### config.mk
export PLATFORM = sky130hd
export DESIGN_NAME = lpc_rx
export DESIGN_NICKNAME = d
export VERILOG_FILES = /design/src/rtl/lpc_rx.sv
export SDC_FILE = /design/constraint.sdc
export NUM_CORES = 1
export LEC_CHECK = 0
export BUFFER_PORTS_ARGS = -buffer_cell sky130_fd_sc_hd__buf_2
export CORE_MARGIN = 2
export CORE_UTILIZATION = 35
export CTS_BUF_LIST = sky130_fd_sc_hd__clkbuf_8
export DETAILED_ROUTE_END_ITERATION = 10
export PLACE_DENSITY = 0.6
export SETUP_SLACK_MARGIN = 0.1
export SLEW_MARGIN = 0
export SYNTH_ARGS = -nofsm -noshare
export SYNTH_HDL_FRONTEND = slang
export SYNTH_SLANG_ARGS = --single-unit
### constraint.sdc
create_clock -name clock -period 3.1 [get_ports clock]
set_clock_uncertainty 0.1 [all_clocks]
set_input_delay 0.31 -clock clock [delete_from_list [all_inputs] [get_ports clock]]
set_output_delay 0.31 -clock clock [all_outputs]
set_load 0.02 [all_outputs]
### src/rtl/lpc_rx.sv
// lpc_rx: serial byte receiver that writes fixed-size packets into the sound buffer RAM
module lpc_rx #(
  parameter int BIT_PERIOD = 51,
  parameter int PACKET_BYTES = 2048,
  parameter int TIMEOUT_BITS = 32
) (
  input  logic        clock,
  input  logic        reset,
  input  logic        rx,
  output logic [14:0] wraddress,
  output logic [7:0]  wdata,
  output logic        wren,
  output logic        packet_RCVD,
  output logic        pkt_abort,
  output logic        frame_err,
  output logic        rx_bsy,
  output logic [11:0] real_pack
);
  localparam int HALF = BIT_PERIOD / 2;
  localparam int TO = TIMEOUT_BITS * BIT_PERIOD;
  localparam int CW = $clog2(BIT_PERIOD);
  localparam int IW = $clog2(TO + 1);
  typedef enum logic [2:0] {IDLE, START, DATA, STOP, BREAK} state_t;
  state_t state_q, state_d;
  logic s1_q, rs_q, rs_prev_q;
  logic [CW-1:0] cnt_q, cnt_d;
  logic [2:0] idx_q, idx_d;
  logic [7:0] sh_q, sh_d, wdata_q, wdata_d;
  logic [14:0] wraddress_q, wraddress_d, pkt_base_q, pkt_base_d;
  logic [11:0] real_pack_q, real_pack_d;
  logic [IW-1:0] idle_q, idle_d;
  logic wren_q, wren_d, packet_rcvd_q, packet_rcvd_d, pkt_abort_q, pkt_abort_d;
  logic frame_err_q, frame_err_d, rx_bsy_q, rx_bsy_d;
  logic fall;
  assign fall = rs_prev_q & ~rs_q;
  always_comb begin
    state_d = state_q;
    cnt_d = cnt_q + CW'(1);
    idx_d = idx_q;
    sh_d = sh_q;
    wdata_d = wdata_q;
    wren_d = 1'b0;
    packet_rcvd_d = 1'b0;
    pkt_abort_d = 1'b0;
    frame_err_d = 1'b0;
    wraddress_d = wraddress_q;
    real_pack_d = real_pack_q;
    rx_bsy_d = rx_bsy_q;
    pkt_base_d = pkt_base_q;
    idle_d = '0;
    case (state_q)
      IDLE: begin
        cnt_d = '0;
        if (fall) state_d = START;
      end
      START: if (cnt_q == CW'(HALF - 1)) begin
        cnt_d = '0;
        idx_d = '0;
        state_d = rs_q ? IDLE : DATA;
        if (!rs_q && real_pack_q == '0) rx_bsy_d = 1'b1;
      end
      DATA: if (cnt_q == CW'(BIT_PERIOD - 1)) begin
        cnt_d = '0;
        sh_d = {rs_q, sh_q[7:1]};
        idx_d = idx_q + 3'd1;
        if (idx_q == 3'd7) state_d = STOP;
      end
      STOP: if (cnt_q == CW'(BIT_PERIOD - 1)) begin
        cnt_d = '0;
        state_d = rs_q ? IDLE : BREAK;
        wdata_d = rs_q ? sh_q : wdata_q;
        wren_d = rs_q;
        frame_err_d = ~rs_q;
      end
      BREAK: begin
        cnt_d = '0;
        if (rs_q) state_d = IDLE;
      end
      default: state_d = IDLE;
    endcase
    if (wren_q) begin
      wraddress_d = wraddress_q + 15'd1;
      if (real_pack_q == 12'(PACKET_BYTES - 1)) begin
        packet_rcvd_d = 1'b1;
        real_pack_d = '0;
        rx_bsy_d = 1'b0;
        pkt_base_d = wraddress_q + 15'd1;
      end else begin
        real_pack_d = real_pack_q + 12'd1;
      end
    end
    if (state_q == IDLE && real_pack_q != '0 && !fall) begin
      if (idle_q == IW'(TO - 1)) begin
        pkt_abort_d = 1'b1;
        wraddress_d = pkt_base_q;
        real_pack_d = '0;
        rx_bsy_d = 1'b0;
      end else begin
        idle_d = idle_q + IW'(1);
      end
    end
  end
  always_ff @(posedge clock) begin
    if (reset) begin
      state_q <= IDLE;
      s1_q <= 1'b1;
      rs_q <= 1'b1;
      rs_prev_q <= 1'b1;
      cnt_q <= '0;
      idx_q <= '0;
      sh_q <= '0;
      wdata_q <= '0;
      wren_q <= 1'b0;
      packet_rcvd_q <= 1'b0;
      pkt_abort_q <= 1'b0;
      frame_err_q <= 1'b0;
      wraddress_q <= '0;
      real_pack_q <= '0;
      rx_bsy_q <= 1'b0;
      pkt_base_q <= '0;
      idle_q <= '0;
    end else begin
      state_q <= state_d;
      s1_q <= rx;
      rs_q <= s1_q;
      rs_prev_q <= rs_q;
      cnt_q <= cnt_d;
      idx_q <= idx_d;
      sh_q <= sh_d;
      wdata_q <= wdata_d;
      wren_q <= wren_d;
      packet_rcvd_q <= packet_rcvd_d;
      pkt_abort_q <= pkt_abort_d;
      frame_err_q <= frame_err_d;
      wraddress_q <= wraddress_d;
      real_pack_q <= real_pack_d;
      rx_bsy_q <= rx_bsy_d;
      pkt_base_q <= pkt_base_d;
      idle_q <= idle_d;
    end
  end
  assign wraddress = wraddress_q;
  assign wdata = wdata_q;
  assign wren = wren_q;
  assign packet_RCVD = packet_rcvd_q;
  assign pkt_abort = pkt_abort_q;
  assign frame_err = frame_err_q;
  assign rx_bsy = rx_bsy_q;
  assign real_pack = real_pack_q;
endmodule
==> results of run 1 <==
==> state kept, by name, indices dropped and copies added (netlist names), 3 cells and up <==
signal	count
cnt_q	6
wdata	8
real_pack	12
state_q	3
wraddress	15
sh_q	8
idx_q	3
idle_q	11
pkt_base_q	15
==> synth_stat cells, types with 6 or more instances <==
library cell	count	area, sq um
clkbuf_1	29	108.9
xnor2_1	34	297.8
nor4_1	32	200.2
inv_1	13	48.80
o41ai_1	7	61.31
or2_2	6	37.54
a211oi_1	19	142.6
xor2_1	14	122.6
nand3_1	21	105.1
ha_1	9	112.6
nor2_1	49	183.9
nand4_1	15	93.84
nand2b_1	6	37.54
mux2i_1	19	190.2
a21oi_1	26	130.1
dfxtp_1	89	1782
nor3_1	25	125.1
nand2_1	13	48.80
buf_1	6	22.52
==> metal layers <==
| metal | up-vias | wire, um | global-route usage [%] |
|---|---|---|---|
| met4 | 0 | 113 | 5.122 |
| met5 | - | 0 | 0 |
| met1 | 1675 | 4500 | 19.77 |
| met3 | 9 | 388 | 3.454 |
| met2 | 64 | 4571 | 25.95 |
| li1 | 1778 | - | - |
==> cells by family after synthesis <==
group,after synthesis,share of synthesized area [%]
AO/OA/AOI/OAI,73,12.07
XOR/XNOR,48,9.965
adder cells (fa/ha/maj),9,2.669
buffers and inverters,54,5.279
flip-flops,89,42.23
multiplexers,19,4.508
AND/OR/NAND/NOR,188,23.28
==> layout by cell type, fill, tap and decap left out, drive strengths merged, types with 2 or more instances in the layout <==
cell / synthesis / layout
nand2b: 6 / 6
xnor2: 34 / 34
clkbuf: 29 / 11
nor4: 32 / 32
xor2: 14 / 14
nor3b: 2 / 2
o41ai: 7 / 7
or2: 6 / 6
a21oi: 26 / 26
ha: 9 / 9
a2111oi: 2 / 2
inv: 13 / 14
nand3: 21 / 21
buf: 12 / 54
and3: 4 / 4
nand3b: 3 / 3
nand2: 13 / 13
o21ai: 3 / 3
clkinv: 0 / 2
nor3: 25 / 25
and2: 4 / 4
or4: 2 / 2
a211oi: 23 / 23
nor4b: 2 / 2
dfxtp: 89 / 89
and4: 2 / 2
nand4: 15 / 15
a31oi: 2 / 2
mux2i: 19 / 19
nor2: 49 / 49
==> power breakdown <==
group | switching (mW) | total [mW] | internal [mW]
Combinational | 0.0283 | 0.0390 | 0.0107
Sequential | 0.00435 | 1.15 | 1.14
Clock | 0.405 | 0.819 | 0.414
==> layout make-up <==
| type | count | area [sq um] | share of cell area (%) |
|---|---|---|---|
| clock inverters | 5 | 55.05 | 1.160 |
| multi-input cells | 337 | 2226 | 46.89 |
| clock buffers | 11 | 151.4 | 3.189 |
| well taps | 147 | 183.9 | 3.875 |
| repair buffers | 54 | 300.3 | 6.326 |
| inverters | 13 | 48.80 | 1.028 |
| flip-flops and latches | 89 | 1782 | 37.53 |
==> worst max path at each step <==
| stage | cells after the start | to | slack, ns | start |
|---|---|---|---|---|
| finish | 4 | wraddress[2] | 0.63 | idle_q[5] |
| global route | 7 | wraddress[2] | 0.44 | real_pack[0] |
| CTS | 4 | wraddress[2] | 0.63 | idle_q[5] |
| detailed placement | 4 | wraddress[2] | 0.68 | idle_q[5] |
| global placement | 4 | wraddress[4] | 0.71 | idle_q[5] |
| floorplan | 8 | wraddress[5] | 0.72 | idle_q[5] |
==> impl_metrics.ini, run 1 <==
[sta]
drv_slew = 0
rsz0062_at_grt = no
setup_tns_ns = 0
hold_viol_final = 0
min_period_ns = 2.473
finalSetupViolations = 0
max_freq_mhz = 404.4
tightest_slew_ns = 0.6793
finalHoldWorstSlack_ns = 0.04755
setup_ws_ns = 0.6274
slew_headroom_pct = 54.72
timing.final.crit_share_pct = 79.76

[grt]
grt_max_degree = 38
grt_pass1_vias = 3374
overflow = 0
grt_pass1_wl_um = 16290
grt_usage_pct = 15.46
antenna_found_initial = 0

[pwr]
powerDensity_nw_per_um2 = 422.8
leakage_nw = 1.559
finalPower_mw = 2.007
ir_drop_v = 0.0002299

[hold_path]
hold_end = s1_q
hold_path.class = primary input to flop
hp-start = rx
whs_path_depth = 2

[floorplanning]
core_area_sq_um = 11910
die_y_um = 113.8
die_x_um = 113.8
die_area_sq_um = 12950
num_io_pins = 43
start_util_pct = 35.42
rows = 40

[drt]
wire_per_inst_um = 14.59
ant_nets = 0
dr.first_iter.drc_count = 223
drt_drc_violations_left = 0
vias = 3526
first_pass_iters = 4
drt_wl_total_um = 9574
avgViaCountPerCell = 5.375

[setup_path]
path_class = flop to flop
cp_slowest_stage_delay_ns = 0.65
crit_required_ns = 3.26
crit_path_max_fanout = 15
r2r_end = wraddress[2]
r2r_start = idle_q[5]
crit_chain = or4_1, or4_1, or3_1, a211oi_1
path_buf_inv = 0
startpoint_type = flop
cpMostUsedCell = or4_1
crit_family = simple AND/OR/NAND/NOR gates
r2r_setup_slack_ns = 0.63
critPathArrivalTime_ns = 2.63
crit_path_end_kind = flop
worst_path_max_delay_cell = or3_1
reg2reg_depth = 4

[clocking]
h-tree-depth = 3
clk_latency_ns = 0.37
numClockSinks = 89
cts.clk_slew.worst_paths_ns = 0.08
cts_buffers = 9
cts_setup_buffers = 0
cts_tree = done
root_buffer = clkbuf_8
hold_buffers = 0
post_cts_resize_count = 0
cts_max_path_buffers = 2

[finish]
n_antenna_cell = 0
final_util_pct = 39.85
drive_gt1_share_pct = 16.11
fin_nets = 516
fillers = 1226
areaGrowthSynthToFinish_pct = 12.51
final_cells = 656
fin_area_sq_um = 4747

[synthesis]
ys_async_sr_fraction_pct = 0
avgSynthCellArea_sq_um = 8.790
synth-seq-cells = 89
synth_area_sq_um = 4219
synth_cells = 480
seq_area_frac_synth_pct = 42.23
synth_warnings = 0
synth_nets = 492
synth_edf_count = 0
ys.flop_type = dfxtp_1
synth_cell_type_count = 44

[placed_design]
dp_hpwl_um = 6508
pre_cts_ws_ns = 0.6751
place_inst = 640
port_buffers = 42
place_area_sq_um = 4541
gp_congestion = 0.8256

[status]
status = finished clean

[flow_run]
drv_cap = 0
Note: power is estimated with default switching activity, not from simulation.
==> run 2: changes to the inputs <==
Settings changed: ABC_AREA set to 1, PLACE_DENSITY 0.6 to 0.62.
Clock period 3.1 ns to 2 ns, I/O delays scaled along.
==> run 2 against run 1 <==
Final cell count increased by 26%. Global-route usage fell by 0.58 points. Setup slack worse by 0.40 ns. Via count rose by 7.3%. Total power grew 82%. Hold slack better by 0.19 ns. Die area grew 3.1%. Register-to-register slack worse by 0.40 ns. Sequential power rose by 65%. Cell area rose by 4.2%. Routed wire length fell by 1.3%. Non-clock buffer count decreased by 5. Critical endpoint is now idx_q[0].
==> impl_metrics.ini, run 2 <==
[status]
status = finished clean

[drt]
drt_wl_total_um = 9447
ant_nets = 0
highest_layer = met4
vias = 3783
wl_met2_um = 4432
drt_drc_violations_left = 0
wire_per_inst_um = 11.45
dr.first_iter.drc_count = 214
first_pass_iters = 5
dr_wl_met3_um = 353
avgViaCountPerCell = 4.585
m1WireLength_um = 4499

[clocking]
h-tree-depth = 3
cts_max_path_buffers = 2
cts_buffers = 9
numClockSinks = 89
cts_tree = done
cts_setup_buffers = 0
clk_latency_ns = 0.37
cts.clk_slew.worst_paths_ns = 0.10
root_buffer = clkbuf_8

[flow_run]
drv_cap = 0

[synthesis]
synth_mux_area_share_pct = 0.4598
ys.flop_type = dfxtp_1
synth-seq-cells = 89
ys_async_sr_fraction_pct = 0
synth_fa_ha_area_share_pct = 2.586
synth_cells = 606
yosys.area.top_type = dfxtp_1
synth_top_family_by_area = simple AND/OR/NAND/NOR gates
synth_most_common_cell = nand2_1
seq_area_frac_synth_pct = 40.92
synthDominantCellAreaShare_pct = 40.92
synth_compound_area_share_pct = 9.224
synth_cell_type_count = 37
synth-simple-area-share_pct = 34.37
avgSynthCellArea_sq_um = 7.185
synth_area_sq_um = 4354
synth_xor_area_share_pct = 3.822
synth_warnings = 0
synth_edf_count = 0
synth.top_cells.by_count = nand2_1 (129), nor2_1 (103), dfxtp_1 (89)
synth_nets = 618
ys_top_cells_by_area = dfxtp_1 (41%), nand2_1 (11%), nor2_1 (8.9%)

[floorplanning]
die_area_sq_um = 13350
die_y_um = 115.5
start_util_pct = 36.10
rows = 40
num_io_pins = 43
core_area_sq_um = 12060
die_x_um = 115.5

[hold_path]
hold_path.class = primary input to flop
hp-start = reset

[finish]
n_antenna_cell = 0
multiInputGateArea_sq_um = 2217
fin_area_sq_um = 4947
fillers = 1251
final_util_pct = 41.02
final_common_cell = nand2_1
final_cell_mix = nand2_1 (129), nor2_1 (102), dfxtp_1 (89)
areaGrowthSynthToFinish_pct = 13.62
fin_nets = 664
regArea_sq_um = 1782
drive_gt1_share_pct = 16.74

[sta]
drv_slew = 0
finalSetupViolations = 0
tightest_slew_ns = 0.5530
max_freq_mhz = 563.5
setup_ws_ns = 0.2254
min_period_ns = 1.775
timing.final.crit_share_pct = 88.73
hold_viol_final = 0
setup_tns_ns = 0
slew_headroom_pct = 62.90
finalHoldWorstSlack_ns = 0.2331
rsz0062_at_grt = yes

[grt]
grt_pass1_wl_um = 15970
grt_pass1_vias = 3454
grt_max_degree = 24
antenna_found_initial = 0
overflow = 0
grt_usage_pct = 14.88

[placed_design]
pre_cts_ws_ns = 0.1758
dp_hpwl_um = 7009
port_buffers = 42
gp_congestion = 0.8665
place_area_sq_um = 4726

[setup_path]
path_class = flop to flop
crit_family = simple AND/OR/NAND/NOR gates
cp-startpoint = cnt_q[0]
cp_slowest_stage_delay_ns = 0.35
crit_path_max_fanout = 9
worst_path_max_delay_cell = dfxtp_1
crit_path_end_kind = flop
crit_required_ns = 2.17
r2r_start = cnt_q[0]
startpoint_type = flop
path_buf_inv = 1
cpMostUsedCell = nand2_1
crit_chain = inv_1, ha_1, nand2_1, nor2_1, nand2_2, nand2_1, nand2_1, o21ai_0, nor2_1
critPathArrivalTime_ns = 1.95

[pwr]
comb_power_share_pct = 14.7
ir_drop_v = 0.0003439
p_clk_share_pct = 33.0
seq_power_share_pct = 52.3
swShare_pct = 31.52
leakage_nw = 2.061
powerDensity_nw_per_um2 = 736.8
internal_power_mw = 2.496
p_sw_mw = 1.149
run 2: path summary, 6_finish.rpt:
| path | to | slack (ns) | depth (start not counted) |
|---|---|---|---|
| setup / recovery | idx_q[0] | 0.23 | 9 |
| hold / removal | wren | 0.23 | 3 |
| hold reg to reg | rs_q | 0.32 | 1 |
| setup reg to reg | idx_q[0] | 0.23 | 9 |
run 2: cell families (layout without fill, tap and decap cells):
kind of cell / count (synthesis) / after routing
xor gates and xnor gates: 19 / 19
buffers and inverters: 88 / 139
AOI/OAI and AO/OA: 78 / 78
adders and majority gates: 9 / 9
DFF: 89 / 89
muxes: 2 / 2
and+or+nand+nor: 321 / 321
run 2: power by group through the flow:
stage / sequential [mW] / clock, mW / combinational, mW
after global placement: 1.94 / 0 / 0.512
after CTS: 1.90 / 1.25 / 0.542
after detailed placement: 1.95 / 0 / 0.539
after global routing: 1.91 / 1.32 / 0.615
final: 1.90 / 1.20 / 0.537
after floorplan: 1.93 / 0 / 0.441
run 2: per-layer routing:
layer | vias to the layer above | track usage, %
li1 | 2011 | -
met1 | 1698 | 19.38
met2 | 61 | 24.09
met3 | 13 | 2.563
met4 | 0 | 6.908
met5 | - | 0
run 2: repair_timing:
action	4_1_cts	5_1_grt
endpoints found under the hold margin	1	0
setup endpoints to repair	0	22
hold buffers	1	0
gates resized for setup	0	4
run 2: worst register-to-register path, cell delays in order, from the launching register on:
cell and delay (ns):
dfxtp_1 0.35, inv_1 0.08, ha_1 0.17, nand2_1 0.06, nor2_1 0.28, nand2_2 0.20, nand2_1 0.10, nand2_1 0.09
o21ai_0 0.19, nor2_1 0.06
run 2: through the flow:
step / power [mW] / std cells
2_1_floorplan: 2.374 / 606
3_3_place_gp: 2.454 / 808
3_5_place_dp: 2.485 / 808
4_1_cts: 3.696 / 825
5_1_grt: 3.847 / 825
6_report: 3.645 / 825
run 2: final cells by class:
class | instances | share of cell area [%]
repair buffers | 49 | 5.362
clock buffers | 9 | 2.504
flip-flops and latches | 89 | 36.01
clock inverters | 7 | 1.366
multi-input cells | 429 | 44.82
well taps | 168 | 4.249
inverters | 74 | 5.690
